[config.mk]
export PLATFORM = sky130hd
export DESIGN_NAME = float_copro_ctrl
export DESIGN_NICKNAME = d
export VERILOG_FILES = /design/src/rtl/float_copro_ctrl.sv
export SDC_FILE = /design/constraint.sdc
export NUM_CORES = 1
export LEC_CHECK = 0
export CAP_MARGIN = 15
export CORE_MARGIN = 2
export CORE_UTILIZATION = 45
export CTS_CLUSTER_SIZE = 25
export DETAILED_ROUTE_END_ITERATION = 8
export GPL_TIMING_DRIVEN = 0
export PLACE_DENSITY = 0.85
export SETUP_SLACK_MARGIN = 0.4
export SLEW_MARGIN = 0
export SYNTH_ARGS = -nofsm -noshare
export SYNTH_HDL_FRONTEND = slang
export SYNTH_SLANG_ARGS = --single-unit
[constraint.sdc]
create_clock -name clk_i -period 15.05 [get_ports clk_i]
set_clock_uncertainty 0.15 [all_clocks]
set_input_delay 3.7625 -clock clk_i [delete_from_list [all_inputs] [get_ports clk_i]]
set_output_delay 3.7625 -clock clk_i [all_outputs]
set_load 0.05 [all_outputs]
[src/rtl/float_copro_ctrl.sv]
// Sequencing controller between the LM32 user-defined-instruction port and a
// combinational float datapath: holds operands stable, waits, captures result.
module float_copro_ctrl #(
    parameter int WAIT_CYCLES = 4,
    parameter int CNT_W       = 16
) (
    input  logic             clk_i,
    input  logic             rst_i,
    input  logic             start_i,
    input  logic [10:0]      opcode_i,
    input  logic [31:0]      op0_i,
    input  logic [31:0]      op1_i,
    output logic [31:0]      result_o,
    output logic             done_o,
    output logic             busy_o,
    output logic [10:0]      dp_opcode_o,
    output logic [31:0]      dp_op0_o,
    output logic [31:0]      dp_op1_o,
    input  logic [31:0]      dp_result_i,
    input  logic             clr_flags_i,
    output logic             illegal_o,
    output logic             overrun_o,
    output logic [CNT_W-1:0] op_count_o
);

    typedef enum logic [1:0] {IDLE, EXEC, DONE} state_t;

    state_t     state;
    state_t     state_nxt;
    logic [7:0] wait_cnt;
    logic       accept;
    logic       legal;

    assign accept = (state == IDLE) && start_i;
    assign legal  = (opcode_i <= 11'd3);

    always_ff @(posedge clk_i or posedge rst_i) begin
        if (rst_i) begin
            state <= IDLE;
        end else begin
            state <= state_nxt;
        end
    end

    always_comb begin
        state_nxt = state;
        case (state)
            IDLE: begin
                if (start_i) begin
                    state_nxt = legal ? EXEC : DONE;
                end
            end
            EXEC: begin
                if (wait_cnt == 8'd0) begin
                    state_nxt = DONE;
                end
            end
            DONE:    state_nxt = IDLE;
            default: state_nxt = IDLE;
        endcase
    end

    // Both status outputs decode the state register only, so neither has an input path.
    always_comb begin
        done_o = (state == DONE);
        busy_o = (state != IDLE);
    end

    // Datapath inputs move only on accept, which keeps them frozen for all of EXEC.
    always_ff @(posedge clk_i or posedge rst_i) begin
        if (rst_i) begin
            dp_opcode_o <= '0;
            dp_op0_o    <= '0;
            dp_op1_o    <= '0;
            result_o    <= '0;
            wait_cnt    <= '0;
            op_count_o  <= '0;
        end else begin
            if (accept) begin
                dp_op0_o <= op0_i;
                dp_op1_o <= op1_i;
                if (legal) begin
                    dp_opcode_o <= opcode_i;
                    wait_cnt    <= 8'(WAIT_CYCLES - 1);
                end else begin
                    result_o <= '0;
                end
            end else if (state == EXEC) begin
                if (wait_cnt != 8'd0) begin
                    wait_cnt <= wait_cnt - 8'd1;
                end else begin
                    result_o   <= dp_result_i;
                    op_count_o <= op_count_o + {{(CNT_W-1){1'b0}}, 1'b1};
                end
            end
        end
    end

    // Sticky flags: a set in the same cycle as a clear takes priority.
    always_ff @(posedge clk_i or posedge rst_i) begin
        if (rst_i) begin
            illegal_o <= 1'b0;
            overrun_o <= 1'b0;
        end else begin
            illegal_o <= (accept && !legal) || (illegal_o && !clr_flags_i);
            overrun_o <= (start_i && (state != IDLE)) || (overrun_o && !clr_flags_i);
        end
    end

endmodule

Word-level counts from Yosys, hierarchy flattened:

Cells that the tools add are included.

* memories kept: 0
* flip-flop bits (word level): 135
* input bits: 111
* word-level logic and storage cells: 53
* bits in read-only memories: 0
* RAM bits: 0
* bits in latches: 0
* output and inout port bits: 127

* mux-type cells: 12
* div/mod/pow operators: 0
* reduce and logical (&&, ||, !) cells: 20
* multiply operators: 0
* eq/ne operators: 7
* order comparisons: 1
* $add $sub $neg: 2
* bitwise operators: 2
* shifts and indexed selects: 0

Operator list (count)
* 2-to-1 mux 32 bit: 4
* 2-to-1 mux 8 bit: 4
* adder 16 x 1 -> 16 bit, second input constant: 1
* <= comparator 11 x 2 -> 1 bit, second input constant: 1
* AND reduction 3 bit: 3
* logical NOT 8 bit: 1
* != test 2 bit, second input constant: 4
* nonzero test 8 bit: 1
* subtractor 8 x 1 -> 8 bit, second input constant: 1
* 2-to-1 mux 2 bit: 3
* nonzero test 2 bit: 3
* logical AND 1 bit: 5
* case mux 2 bit (2 select lines): 1
* AND reduction 2 bit: 2
* == test 2 x 1 -> 1 bit, second input constant: 1
* == test 2 bit, second input constant: 1
* logical NOT 1 bit: 2
* logical NOT 2 bit: 1
* logical OR 1 bit: 2
* != test 2 x 1 -> 1 bit, second input constant: 1
* inverter 1 bit: 2

Longest topological paths before layout:

Gate-level depths: netlist of the first run.

* word-level depth: 4
* mapped depth: 8
* depth with buffers taken out: 6

Worst setup path after synthesis of the first run:

Ideal clock, no wire load.

* kind: input-to-reg
* from: in start_i
* to: reg dp_op0_o[0]
* path slack: 9823 ps
* arrival time: 4953 ps
* data required time: 14775 ps
* library setup time: 125 ps
* path buffers: 2
* stages: 4
* cell sequence: nor3b_1 -> buf_2 -> buf_2 -> mux2_2

* longest elaborated chain between the ends: 1

Ends and longest elaborated chain
* start, declared: RTL line 9 `input logic start_i,`
* logical AND 1 bit: RTL line 34 `assign accept = (state == IDLE) && start_i;`
* end signal, assigned: RTL line 80 `dp_op0_o <= op0_i;`
* end, declared: RTL line 17 `output logic [31:0] dp_op0_o,`

No other way between the ends.
A chain may end at the register's enable or synchronous reset.

Worst setup path after layout of the first run:

* from: in start_i
* to: reg dp_op1_o[5]

* longest elaborated chain between the ends: 1

Ends and longest elaborated chain
* logical AND 1 bit: RTL line 34
* end signal, assigned: RTL line 81 `dp_op1_o <= op1_i;`
* end, declared: RTL line 18 `output logic [31:0] dp_op1_o,`

No other way between the ends.

==> reports/metrics.yaml, run 1 <==
run_status:
  status: "finished, final reports clean"
clock_network:
  cts.repair.resized: 0
  holdBufCountCts: 0
  clockBufferDepth: 2
  cts_tree: "done"
  cts_buffers: 17
  cts.clk_slew.worst_paths_ps: 60
  cts.sinks: 135
  root_buffer: "clkbuf_16"
  clk-insertion-delay-late_ps: 410
  post-cts-setup-buffers: 0
  cts_htree_levels: 4
sta:
  setup_viol: 0
  timing.final.crit_share: 0.385
  tightestPinTransition_ps: 726
  hold_violations: 0
  relSlewSlack: 0.515
  fin_crit_ps: 5800
  rsz0062_at_grt: "false"
  tns_ps: 0
  clock.fmax_ghz: 0.172
  drv_slew: 0
  hold_slack_ps: 317
logic_synthesis:
  synth_top_family_by_area: "multiplexers"
  synthMuxAreaShare: 0.139
  synth_top_cell_area_share: 0.634
  ys_seq_area_frac: 0.634
  synthArstFlopShare: 1.00
  ys_top_cells_by_count: "135 x dfrtp_1, 65 x mux2_2, 34 x a22o_1"
  syn_inst: 365
  synthFlopType: "dfrtp_1"
  ys_ff_latch: 135
  synth.most_common_cell: "dfrtp_1"
  synth_edf_count: 0
  ys_top_cells_by_area: "dfrtp_1 63%, mux2_2 14%, a22o_1 5.6%"
  synth_nets: 479
  yosysUniqueCellTypes: 42
  syn_area_mm2: 0.00533
  synth-compound-area-share: 0.0712
  synth-simple-area-share: 0.0898
  ys.warnings.count: 0
  synth_xor_area_frac: 0.0296
  post-synth-top-area-cell: "dfrtp_1"
  yosys.area_share.adder: 0.00705
  syn_area_per_cell_um2: 14.6
place:
  hpwl_um: 10500
  gp_congestion: 0.846
  place_area_mm2: 0.00791
  port_buffers: 237
power_and_ir_drop:
  pwr-share-seq: 0.395
  max-vdd-ir-drop_mv: 0.0883
  power_switching_uw: 323
  powerDensity_mw_per_mm2: 126
  internal_power_uw: 739
  p_clk_frac: 0.356
  combPwrFrac: 0.249
  p_leak_uw: 0.00363
  swShare: 0.304
worst_setup_path:
  cpMaxStageDelayCell: "nor3b_1"
  cp-end-kind: "register"
  cpPeakStageDelay_ps: 610
  worstSetupPathType: "in -> reg"
  crit_path_max_fanout: 10
  cp_data_arrival_time_ps: 5940
  crit_chain: "clkdlybuf4s50_1, nor3b_1, buf_2, buf_2, mux2_2"
  worstPathRequired_ps: 15190
  crit_top_cell: "buf_2"
  startpoint_type: "primary input"
layout:
  syn2layout_area_growth_pct: 58.7
  fillers: 755
  diodes: 0
  drive_gt1_frac: 0.195
  fin_area_mm2: 0.00845
  fin_nets: 736
detailed_routing:
  via_per_inst: 5.16
  ant_nets: 0
  dr.pass1.iters: 4
  post_drt_wl_per_cell_um: 18.5
  dr_total_vias: 4016
  drc: 0
  wl_um: 14400
  drt_iter0_markers: 193
grt:
  grt_pass1_wl_um: 23000
  grt_pass1_vias: 4470
  track_usage: 0.234
  antenna_found_initial: 0
  grt_max_degree: 86
  grt-ovfl-total: 0
floorplanning:
  coreArea_mm2: 0.0115
  die_y_um: 113
  die-area_mm2: 0.0127
  ioPinCount: 238
  rows: 39
  start_util: 0.464
  die_width_um: 113
job:
  cap_violations: 0
min_path:
  hold_path_class: "reg -> reg"
## metrics by stage
step | utilization | std cells | total power [uW] | setup slack, ps
2_1_floorplan | - | 365 | 580 | 7530
3_3_place_gp | 0.687 | 745 | 682 | 5840
3_5_place_dp | 0.690 | 746 | 690 | 8820
4_1_cts | 0.737 | 778 | 1070 | 9250
5_1_grt | 0.737 | 778 | 1100 | 9130
6_report | 0.737 | 778 | 1060 | 9250
## final timing paths
kind	depth (start not counted)	start	slack, ps	endpoint
min reg2reg	1	op_count_o[15]	320	op_count_o[15]
max in group asynchronous	3	rst_i	10390	dp_opcode_o[6]
max	5	start_i	9250	dp_op1_o[5]
min in group asynchronous	2	rst_i	3600	dp_op0_o[13]
min	1	op_count_o[15]	320	op_count_o[15]
max reg2reg	4	state[1]	12630	dp_op1_o[5]
## critical path: cells and delay by family
family                 cells  cell delay, ps
muxes                      1             380
and+or+nand+nor            1             610
buffers and inverters      3            1170
## state kept, by name (all words and copies together), names as in the netlist
name         flops
dp_op0_o        32
dp_op1_o        32
dp_opcode_o     11
illegal_o        1
op_count_o      16
overrun_o        1
result_o        32
state            2
wait_cnt         8
## per-layer routing
| metal | vias up | routed length [um] | GRT usage |
|---|---|---|---|
| met5 | - | 0 | 0 |
| met3 | 23 | 1440 | 0.0980 |
| met2 | 177 | 7400 | 0.399 |
| met4 | 0 | 302 | 0.0959 |
| met1 | 1984 | 5260 | 0.259 |
| li1 | 1832 | - | - |
## final cells by class
| class | instances | area (um^2) | share of cell area |
|---|---|---|---|
| Clock buffer | 23 | 468 | 0.0554 |
| Inverter | 7 | 31.3 | 0.00370 |
| Tap cell | 143 | 179 | 0.0212 |
| Clock inverter | 9 | 76.3 | 0.00903 |
| Sequential cell | 135 | 3380 | 0.400 |
| Timing Repair Buffer | 238 | 2400 | 0.284 |
| Multi-Input combinational cell | 206 | 1790 | 0.212 |
| Buffer | 17 | 126 | 0.0149 |
## power groups by stage
stage	logic (uW)	registers (uW)	clock network (uW)
floorplan	55.3	525	0
CTS	267	420	386
detailed placement	265	426	0
finish	264	420	378
global placement	259	423	0
global route	277	424	403
## layout by cell type (no fill, tap or decap), types with 2 or more instances in the layout
cell type	instances
clkdlybuf4s50_1	237
nor4b_1	2
nor2_1	5
clkbuf_16	17
nand3_1	8
and4_1	3
nand4_1	4
a22o_1	34
or3_1	2
nor3_1	4
clkinv_2	6
xor2_1	10
dfrtp_1	135
o21ai_0	2
buf_6	7
nor4_2	7
xnor2_1	8
and2_1	9
nand2_1	16
clkbuf_1	6
nor3b_1	3
clkbuf_8	2
nor2b_1	2
buf_2	8
a21oi_1	2
mux2_2	65
inv_1	5
ha_1	3
## logic make-up after synthesis
group,after synthesis
DFF,135
AOI/OAI and AO/OA,45
muxes,66
xor gates and xnor gates,18
adders and majority gates,3
and+or+nand+nor,74
buffers and inverters,24
Power figures use the tool's default switching activity.
==> inputs of run 2 (changes only) <==
--- a/config.mk
+++ b/config.mk
@@ -7,11 +7,11 @@
 export LEC_CHECK = 0
 export CAP_MARGIN = 15
 export CORE_MARGIN = 2
-export CORE_UTILIZATION = 45
+export CORE_UTILIZATION = 42
 export CTS_CLUSTER_SIZE = 25
 export DETAILED_ROUTE_END_ITERATION = 8
 export GPL_TIMING_DRIVEN = 0
-export PLACE_DENSITY = 0.85
+export PLACE_DENSITY = 0.81
 export SETUP_SLACK_MARGIN = 0.4
 export SLEW_MARGIN = 0
 export SYNTH_ARGS = -nofsm -noshare
==> constraint.sdc (replaced) <==
create_clock -name clk_i -period 5.66 [get_ports clk_i]
set_clock_uncertainty 0.15 [all_clocks]
set_input_delay 1.415 -clock clk_i [delete_from_list [all_inputs] [get_ports clk_i]]
set_output_delay 1.415 -clock clk_i [all_outputs]
set_load 0.05 [all_outputs]
==> run 2 against run 1 <==
Setup slack got worse by 7000 ps. Sequential cell count did not move. Clock power grew to 2.8 times the previous value. Global-route usage shrank 1.9 points. Largest cell class unchanged.
==> reports/metrics.yaml, run 2 (synthesis gave the netlist of run 1 again) <==
worst_setup_path:
  cp-end-kind: "primary output"
  path_buf_inv: 1
  crit_chain: "or2_2, clkdlybuf4s50_1"
  startpoint_type: "register"
  cp_data_arrival_time_ps: 1880
  worstPathRequired_ps: 4090
  worstSetupPathType: "reg -> out"
  crit_path_max_fanout: 6
  cpPeakStageDelay_ps: 700
  path_delay_family: "buffers and inverters"
  cpMaxStageDelayCell: "clkdlybuf4s50_1"
layout:
  top_regs: "dp_op0_o (32), dp_op1_o (32), result_o (32)"
  final_cell_mix: "237 x clkdlybuf4s50_1, 135 x dfrtp_1, 65 x mux2_2"
  regArea_mm2: 0.00338
  fillers: 947
  drive_gt1_frac: 0.196
  final_common_cell: "clkdlybuf4s50_1"
  fin_area_mm2: 0.00851
  multi_input_area_mm2: 0.00179
  fin_nets: 736
  syn2layout_area_growth_pct: 59.8
  diodes: 0
floorplanning:
  rows: 41
  die_y_um: 117
  coreArea_mm2: 0.0125
  die-area_mm2: 0.0136
  start_util: 0.425
  die_width_um: 117
  ioPinCount: 238
detailed_routing:
  post_drt_wl_per_cell_um: 17.9
  dr.pass1.iters: 4
  drt_iter0_markers: 192
  ant_nets: 0
  dr_total_vias: 4011
  wl_um: 14400
  via_per_inst: 4.98
  drc: 0
sta:
  drv_slew: 0
  tns_ps: 0
  relSlewSlack: 0.539
  tightestPinTransition_ps: 689
  rsz0062_at_grt: "false"
  setup_viol: 0
  timing.final.crit_share: 0.609
  hold_violations: 0
  clock.fmax_ghz: 0.290
  fin_crit_ps: 3450
clock_network:
  cts_htree_levels: 4
  clockBufferDepth: 2
  cts_buffers: 17
  cts_tree: "done"
  clk-insertion-delay-late_ps: 410
  cts.clk_slew.worst_paths_ps: 50
  post-cts-setup-buffers: 0
  cts.repair.resized: 0
  root_buffer: "clkbuf_16"
  holdBufCountCts: 0
  cts.sinks: 135
min_path:
  hold_path_class: "reg -> reg"
power_and_ir_drop:
  combPwrFrac: 0.244
  pwr-share-seq: 0.389
  max-vdd-ir-drop_mv: 0.279
  p_clk_frac: 0.367
  internal_power_uw: 2010
  power_switching_uw: 866
  swShare: 0.301
  p_leak_uw: 0.00364
  powerDensity_mw_per_mm2: 338
grt:
  grt-ovfl-total: 0
  antenna_found_initial: 0
  grt_use_met1: 0.237
  grt_use_met3: 0.110
  grt_pass1_wl_um: 21900
  grt_max_degree: 80
  track_usage: 0.215
  grt_busiest_layer: "met2"
  grt_pass1_vias: 4206
  met2_usage: 0.367
place:
  hpwl_um: 10500
  place_area_mm2: 0.00795
  port_buffers: 237
  gp_congestion: 0.776
run_status:
  status: "finished, final reports clean"
job:
  cap_violations: 0
## run 2: power groups by stage
stage          registers [uW]  logic, uW  clock network [uW]
4_1_cts                  1120        708                1070
2_1_floorplan            1400        147                   0
3_3_place_gp             1120        688                   0
3_5_place_dp             1130        704                   0
5_1_grt                  1130        736                1120
6_report                 1120        701                1060
## run 2: area by class of cell
class,count,share of cell area
multi-input cells,206,0.211
repair buffers,238,0.282
clock inverters,9,0.0119
flip-flops and latches,135,0.397
inverters,7,0.00368
clock buffers,22,0.0545
well taps,172,0.0253
plain buffers,17,0.0148
## run 2: metal layers
layer	routed length, um	share of wire	vias to the layer above
li1	-	-	1830
met1	5280	0.37	2003
met2	7410	0.52	163
met3	1520	0.11	15
met4	180	0.013	0
met5	0	0	-
## run 2: path summary, 6_finish.rpt
path / from / slack [ps] / depth (start not counted) / to
max: state[1] / 2210 / 2 / busy_o
min: op_count_o[15] / 330 / 1 / op_count_o[15]
max reg2reg: state[1] / 3290 / 4 / dp_op1_o[4]
min reg2reg: op_count_o[15] / 330 / 1 / op_count_o[15]
max in group asynchronous: rst_i / 3320 / 3 / wait_cnt[1]
min in group asynchronous: rst_i / 1270 / 2 / dp_op1_o[9]
## run 2: through the flow
step	cells	setup slack [ps]	hold WS [ps]	utilization	power [uW]
2_1_floorplan	365	484	337	-	1540
3_3_place_gp	774	-1240	319	0.632	1810
3_5_place_dp	775	1870	320	0.635	1830
4_1_cts	806	2190	331	0.680	2900
5_1_grt	806	2150	348	0.680	2990
6_report	806	2210	329	0.680	2870
==> inputs of run 3 (changes only) <==
--- a/config.mk
+++ b/config.mk
@@ -7,11 +7,11 @@
 export LEC_CHECK = 0
 export CAP_MARGIN = 15
 export CORE_MARGIN = 2
-export CORE_UTILIZATION = 42
+export CORE_UTILIZATION = 38
 export CTS_CLUSTER_SIZE = 25
 export DETAILED_ROUTE_END_ITERATION = 8
 export GPL_TIMING_DRIVEN = 0
-export PLACE_DENSITY = 0.81
+export PLACE_DENSITY = 0.77
 export SETUP_SLACK_MARGIN = 0.4
 export SLEW_MARGIN = 0
 export SYNTH_ARGS = -nofsm -noshare
==> constraint.sdc (replaced) <==
create_clock -name clk_i -period 3.16 [get_ports clk_i]
set_clock_uncertainty 0.15 [all_clocks]
set_input_delay 0.79 -clock clk_i [delete_from_list [all_inputs] [get_ports clk_i]]
set_output_delay 0.79 -clock clk_i [all_outputs]
set_load 0.05 [all_outputs]
==> run 3 against run 2 <==
Die area rose by 10%. Design area grew 0.65%. Critical path depth down 1. Largest cell class unchanged.
==> reports/metrics.yaml, run 3 (synthesis gave the netlist of run 1 again) <==
run_status:
  status: "finished, final reports clean"
clock_network:
  cts_buffers: 17
  clk-insertion-delay-late_ps: 410
  post-cts-setup-buffers: 0
  cts.clk_slew.worst_paths_ps: 50
  cts_tree: "done"
  root_buffer: "clkbuf_16"
  clockBufferDepth: 2
  cts.sinks: 135
  cts_htree_levels: 4
power_and_ir_drop:
  power_switching_uw: 1540
  internal_power_uw: 3650
  p_leak_uw: 0.00366
  power.total_uw: 5200
  pwr-share-seq: 0.385
  combPwrFrac: 0.241
  powerDensity_mw_per_mm2: 607
  swShare: 0.297
  max-vdd-ir-drop_mv: 0.628
  p_clk_frac: 0.374
worst_setup_path:
  cpMaxStageDelayCell: "clkdlybuf4s50_1"
  worstPathRequired_ps: 2220
  path_buf_inv: 1
  cpPeakStageDelay_ps: 860
  ff2ff_setup_slack_ps: 930
  reg2reg_depth: 7
  cp-end-kind: "primary output"
  cp_data_arrival_time_ps: 1710
  path_delay_family: "buffers and inverters"
  startpoint_type: "register"
  worstReg2RegStart: "wait_cnt[0]"
  r2r-end: "result_o[27]"
  crit_path_max_fanout: 6
  worstSetupPathType: "reg -> out"
  crit_chain: "clkdlybuf4s50_1"
sta:
  rsz0062_at_grt: "false"
  relSlewSlack: 0.556
  timing.final.crit_share: 0.839
  clock.fmax_ghz: 0.377
  hold_violations: 0
  fin_crit_ps: 2650
  setup_viol: 0
  drv_slew: 0
  tightestPinTransition_ps: 664
grt:
  grt_pass1_wl_um: 21700
  grt_use_met1: 0.209
  grt_pass1_vias: 4169
  track_usage: 0.192
  grt-ovfl-total: 0
  met2_usage: 0.325
  antenna_found_initial: 0
  grt_use_met3: 0.0864
  grt_max_degree: 45
  grt_busiest_layer: "met2"
detailed_routing:
  post_drt_wl_per_cell_um: 17.3
  ant_nets: 0
  via_per_inst: 4.92
  drt_iter0_markers: 133
  wl_um: 14100
  dr_total_vias: 4012
  dr.pass1.iters: 4
  drc: 0
floorplanning:
  die-area_mm2: 0.0150
  die_width_um: 122
  die_y_um: 122
  rows: 43
  start_util: 0.387
  ioPinCount: 238
  coreArea_mm2: 0.0138
min_path:
  whs_path_depth: 1
  min_from: "op_count_o[15]"
  hold_path_class: "reg -> reg"
  min_to: "op_count_o[15]"
place:
  gp_congestion: 0.786
  port_buffers: 237
  place_area_mm2: 0.00799
  hpwl_um: 10400
layout:
  final_util: 0.622
  syn2layout_area_growth_pct: 60.9
  fillers: 1093
  diodes: 0
  top_regs: "dp_op0_o (32), dp_op1_o (32), result_o (32)"
  fin_nets: 738
  final_common_cell: "clkdlybuf4s50_1"
  fin_area_mm2: 0.00857
  drive_gt1_frac: 0.200
  final_cell_mix: "235 x clkdlybuf4s50_1, 135 x dfrtp_1, 65 x mux2_2"
job:
  cap_violations: 0
[run 3: area by class of cell]
| cell class | instances | area, um^2 | area share |
|---|---|---|---|
| clock buffers | 20 | 447 | 0.0521 |
| flip-flops and latches | 135 | 3380 | 0.394 |
| repair buffers | 240 | 2430 | 0.284 |
| well taps | 180 | 225 | 0.0263 |
| clock inverters | 10 | 130 | 0.0152 |
| multi-input cells | 206 | 1800 | 0.210 |
| inverters | 7 | 30.0 | 0.00351 |
| plain buffers | 17 | 126 | 0.0148 |
[run 3: worst max path at each step]
stage | start | endpoint | slack (ps) | cells after the start
2_1_floorplan | rst_i | dp_op0_o[0] | 540 | 1
3_3_place_gp | rst_i | dp_opcode_o[5] | -600 | 2
3_5_place_dp | start_i | dp_op1_o[0] | -7 | 5
4_1_cts | start_i | dp_op1_o[0] | 440 | 5
5_1_grt | op_count_o[2] | op_count_o[2] | 450 | 1
6_report | op_count_o[2] | op_count_o[2] | 510 | 1
[run 3: power groups by stage]
stage | clock network (uW) | registers [uW] | logic, uW
floorplan | 0 | 2500 | 264
global placement | 0 | 2020 | 1230
detailed placement | 0 | 2030 | 1260
CTS | 1980 | 2000 | 1260
global route | 2070 | 2020 | 1310
finish | 1940 | 2000 | 1250
[run 3: stage by stage]
| stage | worst slack [ps] | cells | setup TNS (ps) | hold slack [ps] |
|---|---|---|---|---|
| 2_1_floorplan | 541 | 365 | 0 | 337 |
| 3_3_place_gp | -596 | 782 | -78940 | 319 |
| 3_5_place_dp | -7.20 | 785 | -10.4 | 326 |
| 4_1_cts | 437 | 815 | 0 | 336 |
| 5_1_grt | 451 | 815 | 0 | 356 |
| 6_report | 509 | 815 | 0 | 335 |
[run 3: repair_timing]
action | CTS | global route
gates resized for setup | 2 | 1
endpoints found under the setup margin | 2 | 50
hold buffers | 0 | 0
[run 3: worst reg2reg max path, stage by stage (launching register included)]
cell and delay (ps):
dfrtp_1 380, inv_1 130, ha_1 190, or3b_2 540, nor3_4 190, a21oi_2 140, buf_6 210, a22o_1 190
[run 3: metal layers]
metal | part of all wire | routed length (um)
met5 | 0 | 0
met4 | 0.021 | 289
met3 | 0.098 | 1380
met2 | 0.51 | 7150
met1 | 0.37 | 5250
